## config.mk

```make
export PLATFORM = sky130hd
export DESIGN_NAME = multicycle_control_flat
export DESIGN_NICKNAME = d
export VERILOG_FILES = /design/src/rtl/multicycle_control_if.sv /design/src/rtl/multicycle_control.sv /design/src/flat_wrapper.sv
export SDC_FILE = /design/constraint.sdc
export NUM_CORES = 1
export LEC_CHECK = 0
export ABC_AREA = 0
export CORE_MARGIN = 3
export CORE_UTILIZATION = 35
export CTS_CLUSTER_DIAMETER = 40
export CTS_CLUSTER_SIZE = 8
export DETAILED_ROUTE_END_ITERATION = 10
export SLEW_MARGIN = 0
export SYNTH_ARGS = -nofsm -noshare
export SYNTH_HDL_FRONTEND = slang
export SYNTH_SLANG_ARGS = --single-unit
```

## constraint.sdc

```tcl
create_clock -name Clock -period 2.78 [get_ports Clock]
set_input_delay 0.556 -clock Clock [delete_from_list [all_inputs] [get_ports Clock]]
set_output_delay 0.556 -clock Clock [all_outputs]
set_load 0.03 [all_outputs]
```

## src/rtl/multicycle_control_if.sv

```systemverilog
// Control/datapath bundle for the multi-cycle CPU: decode inputs in, datapath selects and enables out.
interface multicycle_control_if #(parameter int CNT_W = 32);
  logic [5:0]       Opcode;
  logic             Zero;
  logic             MemReady;
  logic             PCWrite;
  logic             PCWriteCond;
  logic             PCEn;
  logic             IorD;
  logic             MemRead;
  logic             MemWrite;
  logic             IRWrite;
  logic             MemtoReg;
  logic             RegDst;
  logic             RegWrite;
  logic             ALUSrcA;
  logic [1:0]       ALUSrcB;
  logic [1:0]       ALUOp;
  logic [1:0]       PCSource;
  logic             Halted;
  logic [CNT_W-1:0] InstrCount;

  modport master (
    input  Opcode, Zero, MemReady,
    output PCWrite, PCWriteCond, PCEn, IorD, MemRead, MemWrite, IRWrite,
           MemtoReg, RegDst, RegWrite, ALUSrcA, ALUSrcB, ALUOp, PCSource,
           Halted, InstrCount
  );

  modport slave (
    output Opcode, Zero, MemReady,
    input  PCWrite, PCWriteCond, PCEn, IorD, MemRead, MemWrite, IRWrite,
           MemtoReg, RegDst, RegWrite, ALUSrcA, ALUSrcB, ALUOp, PCSource,
           Halted, InstrCount
  );
endinterface

```

## src/rtl/multicycle_control.sv

```systemverilog
// Multi-cycle MIPS-subset control FSM: 3-5 cycles per instruction plus one per memory wait cycle;
// stalls in FETCH/MEMRD/MEMWR until MemReady, counts retired instructions, parks in HALT on bad opcodes.
module multicycle_control #(
  parameter int CNT_W = 32
) (
  input  logic                 Clock,
  input  logic                 Reset,
  multicycle_control_if.master ctl
);

  typedef enum logic [3:0] {
    FETCH  = 4'd0,
    DECODE = 4'd1,
    MEMADR = 4'd2,
    MEMRD  = 4'd3,
    MEMWB  = 4'd4,
    MEMWR  = 4'd5,
    EXEC   = 4'd6,
    RWB    = 4'd7,
    BRANCH = 4'd8,
    JUMP   = 4'd9,
    ADDIEX = 4'd10,
    ADDIWB = 4'd11,
    HALT   = 4'd12
  } state_t;

  localparam logic [5:0] OP_RTYPE = 6'b000000;
  localparam logic [5:0] OP_LW    = 6'b100011;
  localparam logic [5:0] OP_SW    = 6'b101011;
  localparam logic [5:0] OP_BEQ   = 6'b000100;
  localparam logic [5:0] OP_J     = 6'b000010;
  localparam logic [5:0] OP_ADDI  = 6'b001000;

  state_t           state;
  state_t           state_nxt;
  logic [5:0]       op_q;
  logic [CNT_W-1:0] cnt;
  logic             retire;

  // The opcode is captured in DECODE so MEMADR can pick lw vs sw after IR inputs move on.
  always_ff @(posedge Clock) begin
    if (Reset) begin
      state <= FETCH;
      op_q  <= '0;
      cnt   <= '0;
    end else begin
      state <= state_nxt;
      if (state == DECODE)
        op_q <= ctl.Opcode;
      if (retire)
        cnt <= cnt + CNT_W'(1);
    end
  end

  assign ctl.InstrCount = cnt;

  always_comb begin
    state_nxt       = state;
    retire          = 1'b0;
    ctl.PCWrite     = 1'b0;
    ctl.PCWriteCond = 1'b0;
    ctl.PCEn        = 1'b0;
    ctl.IorD        = 1'b0;
    ctl.MemRead     = 1'b0;
    ctl.MemWrite    = 1'b0;
    ctl.IRWrite     = 1'b0;
    ctl.MemtoReg    = 1'b0;
    ctl.RegDst      = 1'b0;
    ctl.RegWrite    = 1'b0;
    ctl.ALUSrcA     = 1'b0;
    ctl.ALUSrcB     = 2'b00;
    ctl.ALUOp       = 2'b00;
    ctl.PCSource    = 2'b00;
    ctl.Halted      = 1'b0;

    // Reset masks every request/enable, including the Mealy terms.
    if (!Reset) begin
      case (state)
        FETCH: begin
          ctl.MemRead = 1'b1;
          ctl.ALUSrcB = 2'b01;
          if (ctl.MemReady) begin
            ctl.IRWrite = 1'b1;
            ctl.PCWrite = 1'b1;
            ctl.PCEn    = 1'b1;
            state_nxt   = DECODE;
          end
        end
        DECODE: begin
          ctl.ALUSrcB = 2'b11;
          case (ctl.Opcode)
            OP_RTYPE:     state_nxt = EXEC;
            OP_LW, OP_SW: state_nxt = MEMADR;
            OP_BEQ:       state_nxt = BRANCH;
            OP_J:         state_nxt = JUMP;
            OP_ADDI:      state_nxt = ADDIEX;
            default:      state_nxt = HALT;
          endcase
        end
        MEMADR: begin
          ctl.ALUSrcA = 1'b1;
          ctl.ALUSrcB = 2'b10;
          state_nxt   = (op_q == OP_LW) ? MEMRD : MEMWR;
        end
        MEMRD: begin
          ctl.MemRead = 1'b1;
          ctl.IorD    = 1'b1;
          if (ctl.MemReady)
            state_nxt = MEMWB;
        end
        MEMWB: begin
          ctl.RegWrite = 1'b1;
          ctl.MemtoReg = 1'b1;
          retire       = 1'b1;
          state_nxt    = FETCH;
        end
        MEMWR: begin
          ctl.MemWrite = 1'b1;
          ctl.IorD     = 1'b1;
          if (ctl.MemReady) begin
            retire    = 1'b1;
            state_nxt = FETCH;
          end
        end
        EXEC: begin
          ctl.ALUSrcA = 1'b1;
          ctl.ALUOp   = 2'b10;
          state_nxt   = RWB;
        end
        RWB: begin
          ctl.RegWrite = 1'b1;
          ctl.RegDst   = 1'b1;
          retire       = 1'b1;
          state_nxt    = FETCH;
        end
        BRANCH: begin
          ctl.ALUSrcA     = 1'b1;
          ctl.ALUOp       = 2'b01;
          ctl.PCWriteCond = 1'b1;
          ctl.PCEn        = ctl.Zero;
          ctl.PCSource    = 2'b01;
          retire          = 1'b1;
          state_nxt       = FETCH;
        end
        JUMP: begin
          ctl.PCWrite  = 1'b1;
          ctl.PCEn     = 1'b1;
          ctl.PCSource = 2'b10;
          retire       = 1'b1;
          state_nxt    = FETCH;
        end
        ADDIEX: begin
          ctl.ALUSrcA = 1'b1;
          ctl.ALUSrcB = 2'b10;
          state_nxt   = ADDIWB;
        end
        ADDIWB: begin
          ctl.RegWrite = 1'b1;
          retire       = 1'b1;
          state_nxt    = FETCH;
        end
        HALT: begin
          ctl.Halted = 1'b1;
        end
        default: state_nxt = FETCH;
      endcase
    end
  end

endmodule

```

## src/flat_wrapper.sv

```systemverilog
// flat-port wrapper written by rule: the top's interface ports become plain ports
module multicycle_control_flat 
#(
  parameter int CNT_W = 32
)
  (Clock, Reset, ctl_Opcode, ctl_Zero, ctl_MemReady, ctl_PCWrite, ctl_PCWriteCond, ctl_PCEn, ctl_IorD, ctl_MemRead, ctl_MemWrite, ctl_IRWrite, ctl_MemtoReg, ctl_RegDst, ctl_RegWrite, ctl_ALUSrcA, ctl_ALUSrcB, ctl_ALUOp, ctl_PCSource, ctl_Halted, ctl_InstrCount);
  multicycle_control_if #(.CNT_W(CNT_W)) ctl_i ();
  input  logic Clock;
  input  logic Reset;
  input wire logic [$bits(ctl_i.Opcode)-1:0] ctl_Opcode;
  input wire logic [$bits(ctl_i.Zero)-1:0] ctl_Zero;
  input wire logic [$bits(ctl_i.MemReady)-1:0] ctl_MemReady;
  output wire logic [$bits(ctl_i.PCWrite)-1:0] ctl_PCWrite;
  output wire logic [$bits(ctl_i.PCWriteCond)-1:0] ctl_PCWriteCond;
  output wire logic [$bits(ctl_i.PCEn)-1:0] ctl_PCEn;
  output wire logic [$bits(ctl_i.IorD)-1:0] ctl_IorD;
  output wire logic [$bits(ctl_i.MemRead)-1:0] ctl_MemRead;
  output wire logic [$bits(ctl_i.MemWrite)-1:0] ctl_MemWrite;
  output wire logic [$bits(ctl_i.IRWrite)-1:0] ctl_IRWrite;
  output wire logic [$bits(ctl_i.MemtoReg)-1:0] ctl_MemtoReg;
  output wire logic [$bits(ctl_i.RegDst)-1:0] ctl_RegDst;
  output wire logic [$bits(ctl_i.RegWrite)-1:0] ctl_RegWrite;
  output wire logic [$bits(ctl_i.ALUSrcA)-1:0] ctl_ALUSrcA;
  output wire logic [$bits(ctl_i.ALUSrcB)-1:0] ctl_ALUSrcB;
  output wire logic [$bits(ctl_i.ALUOp)-1:0] ctl_ALUOp;
  output wire logic [$bits(ctl_i.PCSource)-1:0] ctl_PCSource;
  output wire logic [$bits(ctl_i.Halted)-1:0] ctl_Halted;
  output wire logic [$bits(ctl_i.InstrCount)-1:0] ctl_InstrCount;
  assign ctl_i.Opcode = ctl_Opcode;
  assign ctl_i.Zero = ctl_Zero;
  assign ctl_i.MemReady = ctl_MemReady;
  assign ctl_PCWrite = ctl_i.PCWrite;
  assign ctl_PCWriteCond = ctl_i.PCWriteCond;
  assign ctl_PCEn = ctl_i.PCEn;
  assign ctl_IorD = ctl_i.IorD;
  assign ctl_MemRead = ctl_i.MemRead;
  assign ctl_MemWrite = ctl_i.MemWrite;
  assign ctl_IRWrite = ctl_i.IRWrite;
  assign ctl_MemtoReg = ctl_i.MemtoReg;
  assign ctl_RegDst = ctl_i.RegDst;
  assign ctl_RegWrite = ctl_i.RegWrite;
  assign ctl_ALUSrcA = ctl_i.ALUSrcA;
  assign ctl_ALUSrcB = ctl_i.ALUSrcB;
  assign ctl_ALUOp = ctl_i.ALUOp;
  assign ctl_PCSource = ctl_i.PCSource;
  assign ctl_Halted = ctl_i.Halted;
  assign ctl_InstrCount = ctl_i.InstrCount;
  multicycle_control #(.CNT_W(CNT_W)) u_core (.Clock(Clock), .Reset(Reset), .ctl(ctl_i));
endmodule
```

==> impl_results.md <==
- Number of core rows: 29
- Fraction of post-synthesis cell area in the top cell type by area: 0.3557
- Largest family of logic cells by synthesized area: simple AND/OR/NAND/NOR gates
- Critical path required time: 2.22 ns
- Post-synth ARST share: 0
- First-pass GRT wire length: 10140 µm
- Net count after synthesis: 303
- Power per unit of standard cell area: 422.8 mW/mm²
- Top-level I/O count: 60
- Detailed Routing Iterations Pass 1: 4
- Simple-Gate Fraction of Synth Area: 0.3711
- Clock-pin slew on the worst setup and hold paths: 0.08 ns
- Top area cells in the synthesized netlist: sky130_fd_sc_hd__dfxtp_1 (36%), sky130_fd_sc_hd__nor2_1 (6.2%), sky130_fd_sc_hd__xor2_1 (5.6%), sky130_fd_sc_hd__nand4_1 (4.5%), sky130_fd_sc_hd__xnor2_1 (4.1%)
- Arrival time at the worst endpoint: 2.09 ns
- Endpoint class of the critical path: primary output
- Die Y-Extent: 88.18 µm
- Total of warnings raised by yosys: 0
- Post-Route Hold Slack: 0.4870 ns
- Via count of the first global-routing pass: 2114
- Total Wirelength: 6060 µm
- Post-synthesis area per instance: 8.094 µm²
- Status: complete, no violations
- Setup tns final: 0 ns
- Cell with the most instances after synthesis: sky130_fd_sc_hd__dfxtp_1
- Starting Density: 0.3659
- Horizontal extent of the die: 88.18 µm
- Top FF cell, synth: sky130_fd_sc_hd__dfxtp_1
- Clock latency of the later-clocked register in the worst-skew pair: 0.29 ns
- Post-layout instance area: 0.003162 mm²
- Headroom to the max-slew limit: 0.5536
- Area of the core: 0.006459 mm²
- Number of fill cells: 640
- Cts bufs inserted: 5
- Port-buffer cells: 59
- Layout cell share with drive strength beyond 1: 0.09943
- Hold-fix buffers, CTS: 0
- Crit-path cells: inv_1, nand2_1, nor3_1, or2_2, clkdlybuf4s50_1
- Adder-cell area share of the yosys netlist: 0.005294
- Number of cells produced by synthesis: 292
- Routed wire per std cell: 14.13 µm
- Combined buffer and inverter count along the critical path: 2
- Peak supply drop: 0.0002603 V
- Multiplexer share of the synthesized area: 0.02541
- Residual DRC: 0
- Register bit count reported by yosys: 42
- Detail-routed via count per cell: 5.364
- Critical-path cell with the highest stage delay: sky130_fd_sc_hd__clkdlybuf4s50_1
- Actual slew at the worst max-slew pin: 0.6660 ns
- Count of cell types in the netlist: 48
- Worst-path maximum fanout: 9
- Worst setup path category: register to primary output
- Final setup violation count: 0
- Number of H-tree branching levels: 2
- Number of enable-type register cells in the synthesized netlist: 0
- Highest cell delay on the worst timing path: 0.60 ns
- Hold WC Path Type: register to register
- Post-layout minimum cycle time: 2.645 ns
- Synthesized-area fraction occupied by ao, oa, aoi and oai cells: 0.1011
- Portion of the clock cycle consumed by the worst path in the final layout: 0.9513
- Largest net degree at the start of global routing: 36
- Xor-xnor portion of the synthesized cell area: 0.09635
- Die outline area: 0.007775 mm²
- Final #Nets: 362
- DRT iter0 DRCs: 119
- GRT Residual Overflow: 0
- Antenna diode count: 0
- CP delay by family, top: buffers and inverters
- Leakage power of the design: 1.070 nW
- Final GP Congestion: 0.8472
- CTS Root Buffer Type: sky130_fd_sc_hd__clkbuf_8
- Fmax: 378.1 MHz
- Post-place instance area: 0.003058 mm²
- Post-detailed-placement half-perimeter wirelength: 4302 µm
- Synthesized cell area: 0.002364 mm²
- Synthesis-to-layout area growth: 33.77%
- Buffers inserted during post-CTS setup optimization: 0
- Maximum Capacitance Violations: 0
- Clk_skew: 0.004102 ns
- List of most frequent post-synthesis cells: sky130_fd_sc_hd__dfxtp_1 (42), sky130_fd_sc_hd__nor2_1 (39), sky130_fd_sc_hd__nand4_1 (17), sky130_fd_sc_hd__nand3_1 (16)
- Initial antenna violation count: 0
- Remaining number of nets flagged by the antenna check after routing: 0
- Count of pins over their slew limit: 0
- Total number of vias: 2301
- Cell type with the highest aggregate area in the netlist: sky130_fd_sc_hd__dfxtp_1
- Total power after layout: 0.001337 W
- TritonCTS clock tree: built
- Sequential cell area fraction in the yosys report: 0.3557
- Clock net sink count: 42
- Startpoint type of the worst setup path: register
- Number of buffers on the longest clock path: 2
- Global-route total usage across every layer: 0.1630
- Total count of hold-check failures in the final report: 0
[metal layers]
layer	track usage	share of wire
met4	0.04808	0.0099
met5	0	0
met2	0.2366	0.45
met3	0.03104	0.039
met1	0.2432	0.50
[path summary, 6_finish.rpt]
path                                          startpoint                                endpoint  slack [ns]  cells after the start
setup / recovery            u_core.state[1]$_SDFFE_PP0P_                             ctl_PCWrite        0.14                      5
hold / removal    u_core.ctl.InstrCount[31]$_SDFFE_PP0P_  u_core.ctl.InstrCount[31]$_SDFFE_PP0P_        0.49                      2
setup reg to reg            u_core.state[3]$_SDFFE_PP0P_  u_core.ctl.InstrCount[24]$_SDFFE_PP0P_        0.57                      6
hold reg to reg   u_core.ctl.InstrCount[31]$_SDFFE_PP0P_  u_core.ctl.InstrCount[31]$_SDFFE_PP0P_        0.49                      2
[cells in the final DEF, fill, tap and decap left out, drive strengths merged, types with 3 or more instances in the layout]
cell type / count
and2: 5
dfxtp: 42
xnor2: 11
inv: 4
clkdlybuf4s50: 56
nor3: 12
a21oi: 15
mux2i: 6
nand3: 16
or3: 5
and3: 8
clkbuf: 6
nand2b: 7
nor2b: 3
and4: 5
nor2: 39
nor4: 12
nand4: 17
o21ai: 10
buf: 15
xor2: 15
nand2: 14
[layout make-up]
cell class	instances	area, µm²	area share
multi-input combinational	226	1431	0.4527
sequential	42	844.6	0.2671
timing repair buffer	72	679.4	0.2149
tap	77	96.34	0.03047
clock buffer	6	82.58	0.02612
inverter	4	15.01	0.004749
clock inverter	2	12.51	0.003957
[through the flow]
| step | utilization | instances | setup slack [ns] |
|---|---|---|---|
| after floorplan | - | 292 | 0.01526 |
| after global placement | 0.4735 | 421 | 0.1606 |
| after detailed placement | 0.4735 | 421 | 0.1559 |
| after CTS | 0.4880 | 429 | 0.05735 |
| after global routing | 0.4895 | 429 | -0.008679 |
| final | 0.4895 | 429 | 0.1354 |
[worst min-delay path, stage by stage, from the launching register on]
cell and delay (ns):
sky130_fd_sc_hd__dfxtp_1 0.32, sky130_fd_sc_hd__o21ai_0 0.07, sky130_fd_sc_hd__a21oi_1 0.06
[state kept, by name, indices dropped and copies added (netlist names)]
name                   count
u_core.ctl.InstrCount     32
u_core.state               4
u_core.op_q                6
[cells by family after synthesis]
family | after synthesis
compound gates | 39
xor+xnor | 26
fa+ha+maj | 1
buf+inv | 24
flops | 42
mux | 6
simple gates | 154
[where the power goes]
group / total (W) / internal [W] / switching, W / leakage [nW]
clock network: 0.000412 / 0.000200 / 0.000212 / 0.0472
logic: 0.000284 / 0.000119 / 0.000166 / 0.683
registers: 0.000641 / 0.000619 / 0.0000218 / 0.340
[what timing repair did]
action                                  in CTS  in global routing
resized for setup                            1                  4
endpoints found under the setup margin       1                  4
gates cloned                                 0                  0
No activity file was read; power rests on OpenSTA's default activity.
